$ cat config.mk
export PLATFORM = sky130hd
export DESIGN_NAME = memmap_ctrl
export DESIGN_NICKNAME = d
export VERILOG_FILES = /design/src/rtl/memmap_ctrl.sv
export SDC_FILE = /design/constraint.sdc
export NUM_CORES = 1
export LEC_CHECK = 0
export BUFFER_PORTS_ARGS = -buffer_cell sky130_fd_sc_hd__clkbuf_2
export CORE_MARGIN = 4
export CORE_UTILIZATION = 41
export DETAILED_ROUTE_END_ITERATION = 16
export PLACE_DENSITY = 0.8
export SKIP_LAST_GASP = 1
export SLEW_MARGIN = 10
export SYNTH_ARGS = -nofsm -noshare
export SYNTH_HDL_FRONTEND = slang
export SYNTH_SLANG_ARGS = --single-unit
$ cat constraint.sdc
create_clock -name clk -period 2.25 [get_ports clk]
set_clock_uncertainty 0.1 [all_clocks]
set_input_delay 0.225 -clock clk [delete_from_list [all_inputs] [get_ports clk]]
set_output_delay 0.225 -clock clk [all_outputs]
set_load 0.005 [all_outputs]
$ cat src/rtl/memmap_ctrl.sv
// Address-decoding memory-map controller: routes one master request to one of
// NUM_REGIONS slaves with per-region wait states. Optional error counter under MEMMAP_ERRCNT_EN.
//
// state     | meaning
// ----------+-------------------------------------------------------------
// ST_IDLE   | ready; decode and latch an incoming request
// ST_WAIT   | slave selected; wait counter runs down to terminal count 0
// ST_RESP   | one-cycle response pulse (rsp_err set for decode/RO faults)
module memmap_ctrl #(
  parameter int NUM_REGIONS = 3,
  parameter int DATA_W      = 32,
  parameter logic [NUM_REGIONS*32-1:0] REGION_BASE  = {32'h801, 32'h400, 32'h000},
  parameter logic [NUM_REGIONS*32-1:0] REGION_LIMIT = {32'hFFFF_FFFF, 32'h800, 32'h3FF},
  parameter logic [NUM_REGIONS*4-1:0]  REGION_WAIT  = {4'd2, 4'd1, 4'd0},
  parameter logic [NUM_REGIONS-1:0]    REGION_RO    = 3'b010
) (
  input  logic                          clk,
  input  logic                          reset,
  input  logic                          req_valid,
  output logic                          req_ready,
  input  logic [31:0]                   DataAdr,
  input  logic                          MemWrite,
  input  logic [NUM_REGIONS*DATA_W-1:0] slave_rdata,
  output logic [NUM_REGIONS-1:0]        sel,
  output logic [NUM_REGIONS-1:0]        WE,
  output logic                          rsp_valid,
  output logic [DATA_W-1:0]             ReadData,
  output logic                          rsp_err,
  output logic [15:0]                   err_count
);

  localparam int IDX_W = (NUM_REGIONS > 1) ? $clog2(NUM_REGIONS) : 1;

  typedef enum logic [1:0] {ST_IDLE, ST_WAIT, ST_RESP} state_t;

  state_t             state_q, state_d;
  logic [IDX_W-1:0]   hit_q, hit_d;
  logic               wr_q, wr_d;
  logic               err_q, err_d;
  logic [3:0]         cnt_q, cnt_d;
  logic [DATA_W-1:0]  rdata_q, rdata_d;

  logic               dec_hit;
  logic               dec_ro;
  logic               dec_err;
  logic [IDX_W-1:0]   dec_idx;
  logic [3:0]         dec_wait;

  // Scan from the top index down so the lowest matching region wins.
  always_comb begin
    dec_hit  = 1'b0;
    dec_ro   = 1'b0;
    dec_idx  = '0;
    dec_wait = '0;
    for (int i = NUM_REGIONS - 1; i >= 0; i--) begin
      if (DataAdr >= REGION_BASE[i*32 +: 32] && DataAdr <= REGION_LIMIT[i*32 +: 32]) begin
        dec_hit  = 1'b1;
        dec_ro   = REGION_RO[i];
        dec_idx  = IDX_W'(i);
        dec_wait = REGION_WAIT[i*4 +: 4];
      end
    end
    dec_err = !dec_hit || (MemWrite && dec_ro);
  end

  always_ff @(posedge clk) begin
    if (reset) begin
      state_q <= ST_IDLE;
      hit_q   <= '0;
      wr_q    <= 1'b0;
      err_q   <= 1'b0;
      cnt_q   <= '0;
      rdata_q <= '0;
    end else begin
      state_q <= state_d;
      hit_q   <= hit_d;
      wr_q    <= wr_d;
      err_q   <= err_d;
      cnt_q   <= cnt_d;
      rdata_q <= rdata_d;
    end
  end

  always_comb begin
    state_d = state_q;
    hit_d   = hit_q;
    wr_d    = wr_q;
    err_d   = err_q;
    cnt_d   = cnt_q;
    rdata_d = rdata_q;
    case (state_q)
      ST_IDLE: begin
        if (req_valid) begin
          hit_d = dec_idx;
          wr_d  = MemWrite;
          err_d = dec_err;
          if (dec_err) begin
            state_d = ST_RESP;
            cnt_d   = '0;
          end else begin
            state_d = ST_WAIT;
            cnt_d   = dec_wait;
          end
        end
      end
      ST_WAIT: begin
        if (cnt_q == 4'd0) begin
          state_d = ST_RESP;
          if (!wr_q) rdata_d = slave_rdata[int'(hit_q)*DATA_W +: DATA_W];
        end else begin
          cnt_d = cnt_q - 4'd1;
        end
      end
      ST_RESP: state_d = ST_IDLE;
      default: state_d = ST_IDLE;
    endcase
  end

  always_comb begin
    req_ready = (state_q == ST_IDLE);
    rsp_valid = (state_q == ST_RESP);
    rsp_err   = (state_q == ST_RESP) && err_q;
    sel       = '0;
    WE        = '0;
    if (state_q == ST_WAIT) begin
      sel = NUM_REGIONS'(1) << hit_q;
      if (cnt_q == 4'd0 && wr_q) WE = NUM_REGIONS'(1) << hit_q;
    end
  end

  assign ReadData = rdata_q;

`ifdef MEMMAP_ERRCNT_EN
  logic [15:0] err_cnt_q, err_cnt_d;

  always_comb begin
    err_cnt_d = err_cnt_q;
    if (rsp_valid && rsp_err && err_cnt_q != 16'hFFFF) err_cnt_d = err_cnt_q + 16'd1;
  end

  always_ff @(posedge clk) begin
    if (reset) err_cnt_q <= '0;
    else       err_cnt_q <= err_cnt_d;
  end

  assign err_count = err_cnt_q;
`else
  assign err_count = 16'h0000;
`endif

endmodule

### After elaboration in Yosys (flattened, before gate mapping)

Index checks and enable logic that the tools add are counted.

| storage, ports and cells | value |
|---|---|
| input port bits | 132 |
| bits in registers | 42 |
| output and inout port bits | 57 |

| operators by class | value |
|---|---|
| bitwise operators | 1 |
| shifts and indexed selects | 2 |
| reductions and logical operators | 15 |
| $lt $le $gt $ge | 6 |
| equal/unequal tests | 5 |
| multiplexer cells | 22 |
| add/subtract/negate cells | 1 |

Operator list:

| kind | count |
|---|---|
| $shiftx A96 B8 Y32 | 1 |
| $ge A32 B1 Y1 const B | 1 |
| $ge A32 B11 Y1 const B | 1 |
| $ge A32 B12 Y1 const B | 1 |
| $le A32 B10 Y1 const B | 1 |
| $le A32 B12 Y1 const B | 1 |
| $le A32 B32 Y1 const B | 1 |
| $mux W4 | 5 |
| $mux W2 | 7 |
| $mux W3 | 3 |
| $pmux W4 S2 | 1 |
| $logic_and A1 B1 Y1 | 6 |
| $ne A2 B2 Y1 const B | 3 |
| $reduce_and A3 Y1 | 2 |
| $mux W1 | 5 |
| $logic_not A4 Y1 | 1 |
| $pmux W2 S2 | 1 |
| $reduce_and A2 Y1 | 2 |
| $sub A4 B1 Y4 const B | 1 |
| $shl A1 B2 Y3 const A | 1 |
| $eq A2 B1 Y1 const B | 1 |
| $eq A2 B2 Y1 const B | 1 |
| $logic_not A2 Y1 | 1 |
| $reduce_bool A2 Y1 | 1 |
| other kinds (3) | 3 |

### Longest topological paths before layout

| logic depth | value |
|---|---|
| depth in word-level cells | 10 |
| depth in mapped cells | 8 |

### Worst setup path before layout

No wires, ideal clock.

| timing | value |
|---|---|
| path type | reg2reg |
| start | reg cnt_q[0] |
| end | reg rdata_q[12], in the netlist ReadData[12] |
| setup slack | 367 ps |
| data required time | 2004 ps |
| data arrival time | 1637 ps |
| library setup time | 146 ps |
| stages on the path, launching flop included | 8 |
| path through | dfxtp_1 > inv_1 > ha_1 > or3b_1 > buf_2 > nor3_4 > buf_4 > a211oi_2 |

| on the way | value |
|---|---|
| word-level cells in the longest chain between the ends | 2 |

Ends and longest elaborated chain:

| item | RTL line | source |
|---|---|---|
| from (decl) | 40 | `logic [3:0] cnt_q, cnt_d;` |
| from (signal assigned) | 79 | `cnt_q <= cnt_d;` |
| $logic_not A4 Y1 | 107 | `if (cnt_q == 4'd0) begin` |
| $reduce_and A3 Y1 (no source line) | n/a |  |
| to (signal assigned) | 80 | `rdata_q <= rdata_d;` |
| to (decl) | 41 | `logic [DATA_W-1:0] rdata_q, rdata_d;` |

No other way between the ends.
A chain may end at the register's enable or synchronous reset.

### Final worst setup path

| timing | value |
|---|---|
| start | reg cnt_q[0] |
| end | out WE[0] |

| on the way | value |
|---|---|
| word-level cells in the longest chain between the ends | 4 |

Ends and longest elaborated chain:

| item | RTL line | source |
|---|---|---|
| $logic_not A4 Y1 | 127 | `if (cnt_q == 4'd0 && wr_q) WE = NUM_REGIONS'(1) << hit_q;` |
| $logic_and A1 B1 Y1 | 127 |  |
| $mux W3 | 127 |  |
| $mux W3 | 125 | `if (state_q == ST_WAIT) begin` |
| to (decl) | 25 | `output logic [NUM_REGIONS-1:0] WE,` |

No other way between the ends.

==> results.py <==
metrics = {
    "status": {
        "outcome": "finished, final reports clean",
    },
    "cts": {
        "clkSlewWorstSetupHoldPaths_ns": 0.08,
        "cts_inserted_buffers": 5,
        "cts_max_path_buffers": 2,
        "cts_root_buffer": "clkbuf_8",
        "tritoncts": "yes",
        "h-tree-depth": 2,
        "clock_sinks": 42,
        "clock_latency_ns": 0.29,
    },
    "layout": {
        "final.fill_count": 561,
        "antenna-diode-count": 0,
        "design.final.nets": 608,
        "layout.cells.most_common_list": "clkbuf_2, nor2_1, dfxtp_1",
        "finish.instance_area_um2": 3580,
        "syn_to_final_growth_pct": 35.6,
        "final_cell_count_no_fill": 551,
        "final_common_cell": "clkbuf_2",
        "sequential_cell_area_um2": 842,
        "final_layout_size_suffix_gt1_frac": 0.473,
        "multiInputGateArea_um2": 1610,
    },
    "worst_setup_path": {
        "end_kind": "primary output",
        "reg2regPathDepth": 7,
        "crit_required_ns": 1.92,
        "critPathLaunch": "cnt_q[0]$_SDFFE_PP0P_",
        "cp-endpoint": "WE[0]",
        "worst-endpoint-arrival_ns": 1.72,
        "startpoint_type": "register",
        "worst_r2r_startpoint": "cnt_q[0]$_SDFFE_PP0P_",
        "critical_path_fanouts_max": 5,
        "category_of_the_critical_setup_timing_path": "reg -> out",
        "r2r_setup_slack_ns": 0.28,
        "timing.rr.end": "ReadData[29]$_SDFFE_PP0P_",
    },
    "synth": {
        "synth.cell_area_um2": 2640,
        "synthDominantCellAreaShare": 0.318,
        "synthArstFlopShare": 0,
        "synth_cells": 313,
        "average_cell_area_after_synthesis_um2": 8.44,
        "ys_flop_type": "dfxtp_1",
        "synth_edf_count": 0,
        "yosys.cell_types.count": 40,
        "yosys_warnings": 0,
        "synth_top_cells_by_area": "dfxtp_1, a211oi_2, mux2i_1",
        "yosysSeqAreaShare": 0.318,
        "synth_top_cell_by_area": "dfxtp_1",
        "synth-seq-cells": 42,
    },
    "drt": {
        "postRouteAntennaNets": 0,
        "first_iter_violations": 62,
        "routedWlPerCell_um": 13.9,
        "vias_per_cell": 5.06,
        "detail_route.wirelength_mm": 7.66,
        "drt_pass1_iterations": 6,
        "post_route_drc": 0,
        "total_number_of_vias": 2789,
    },
    "floorplanning": {
        "io_pins": 189,
        "die_height_um": 88.3,
        "fp.dieArea_um2": 7790,
        "row_count": 28,
        "core_um2": 6100,
        "start_util": 0.433,
        "floorplan.die.width_um": 88.3,
    },
    "power": {
        "ir_drop_mv": 0.263,
        "power.density_cell_area_nw_per_um2": 552,
        "leakage_nw": 1.72,
    },
    "global_routing": {
        "first_global_vias": 2725,
        "antenna_violations_before_repair": 0,
        "grt_start_max_net_pins": 65,
        "grt_overflow": 0,
        "global_route.usage.total": 0.191,
        "grt_pass1_wl_mm": 11.8,
    },
    "worst_hold_path": {
        "worst_hold_path_type": "in -> reg",
        "hold_path_startpoint": "MemWrite",
    },
    "sta": {
        "fin_tns_setup_ns": 0,
        "achievable-frequency_ghz": 0.488,
        "worst_slew_pin_slew_ns": 0.657,
        "grt_setup_unrepaired": "false",
        "max-slew-margin-rel": 0.562,
        "setup_viol": 0,
        "timing_hold_violations_final": 0,
        "post_route_clock_period_utilization": 0.911,
        "finalCriticalPeriod_ns": 2.05,
        "final.hold.worst_slack_ns": 0.122,
        "drv_slew": 0,
    },
    "placement": {
        "place_congestion": 0.802,
        "portBuffers": 172,
        "detailed_place_hpwl_mm": 6.13,
        "placedCellCount": 541,
        "area_after_detailed_placement_um2": 3460,
    },
    "run": {
        "maxCapViolations": 0,
    },
}
[per-stage QoR]
stage / worst slack [ns] / power [mW] / utilization
detailed placement: 0.184 / 1.49 / 0.568
global placement: 0.284 / 1.47 / 0.568
finish: 0.201 / 1.98 / 0.587
global route: 0.0587 / 2.10 / 0.587
floorplan: 0.367 / 1.28 / -
CTS: 0.0180 / 1.99 / 0.583
[worst min path at each step]
stage | cells past startpoint | end | slack (ns)
floorplan | 2 | wr_q$_SDFFE_PP0P_ | 0.27
global placement | 1 | err_q$_SDFFE_PP0P_ | 0.35
detailed placement | 1 | err_q$_SDFFE_PP0P_ | 0.37
CTS | 3 | wr_q$_SDFFE_PP0P_ | 0.11
global route | 3 | wr_q$_SDFFE_PP0P_ | 0.13
finish | 3 | wr_q$_SDFFE_PP0P_ | 0.12
[power by group]
| group | internal [mW] | switching [mW] |
|---|---|---|
| clock network | 0.248 | 0.244 |
| logic | 0.310 | 0.315 |
| registers | 0.814 | 0.0446 |
[kinds of logic after synthesis]
logic type,count (synthesis),synth area share
AOI/OAI and AO/OA,75,0.237
xor gates and xnor gates,2,0.00663
adders and majority gates,1,0.00474
buffers and inverters,43,0.100
DFF,42,0.318
muxes,35,0.133
other,1,0.00142
and+or+nand+nor,114,0.198
[metal layers]
metal,GRT usage,vias to the layer above,part of all wire
met5,0,-,0
met4,0.0467,0,0.010
met3,0.0428,8,0.088
met2,0.362,137,0.52
met1,0.216,1247,0.38
li1,-,1397,-
[flip-flops by register name, indices dropped and copies added (netlist names)]
name,cells
err_q,1
hit_q,2
ReadData,32
cnt_q,4
wr_q,1
state_q,2
[layout make-up]
class / count / area share
multi-input cells: 243 / 0.448
repair buffers: 181 / 0.263
flip-flops and latches: 42 / 0.235
well taps: 75 / 0.0262
clock buffers: 7 / 0.0241
inverters: 2 / 0.00210
clock inverters: 1 / 0.00140
[worst max-delay path, stage by stage, from the launching register on]
cell and delay (ns):
dfxtp_1 0.34, inv_1 0.06, ha_1 0.15, or3b_4 0.43
nor2_2 0.12, nand2_1 0.09, nor3_2 0.11, clkbuf_2 0.13
[synth_stat cells, drive strengths merged (2+ instances only)]
cell,number
and2,2
nor2b,4
inv,2
xor2,2
buf,32
nor4,5
a211oi,33
nand3,2
nand2,2
and3,2
nor2,78
clkbuf,9
a21oi,33
nand2b,4
mux2i,34
nor3,7
or4,2
and4,2
dfxtp,42
[repair_timing]
action	in CTS	in global routing
buffers inserted	0	2
hold buffers	0	0
endpoints found under the setup margin	0	3
gates resized for setup	0	3
(Power assumes the default switching activity.)
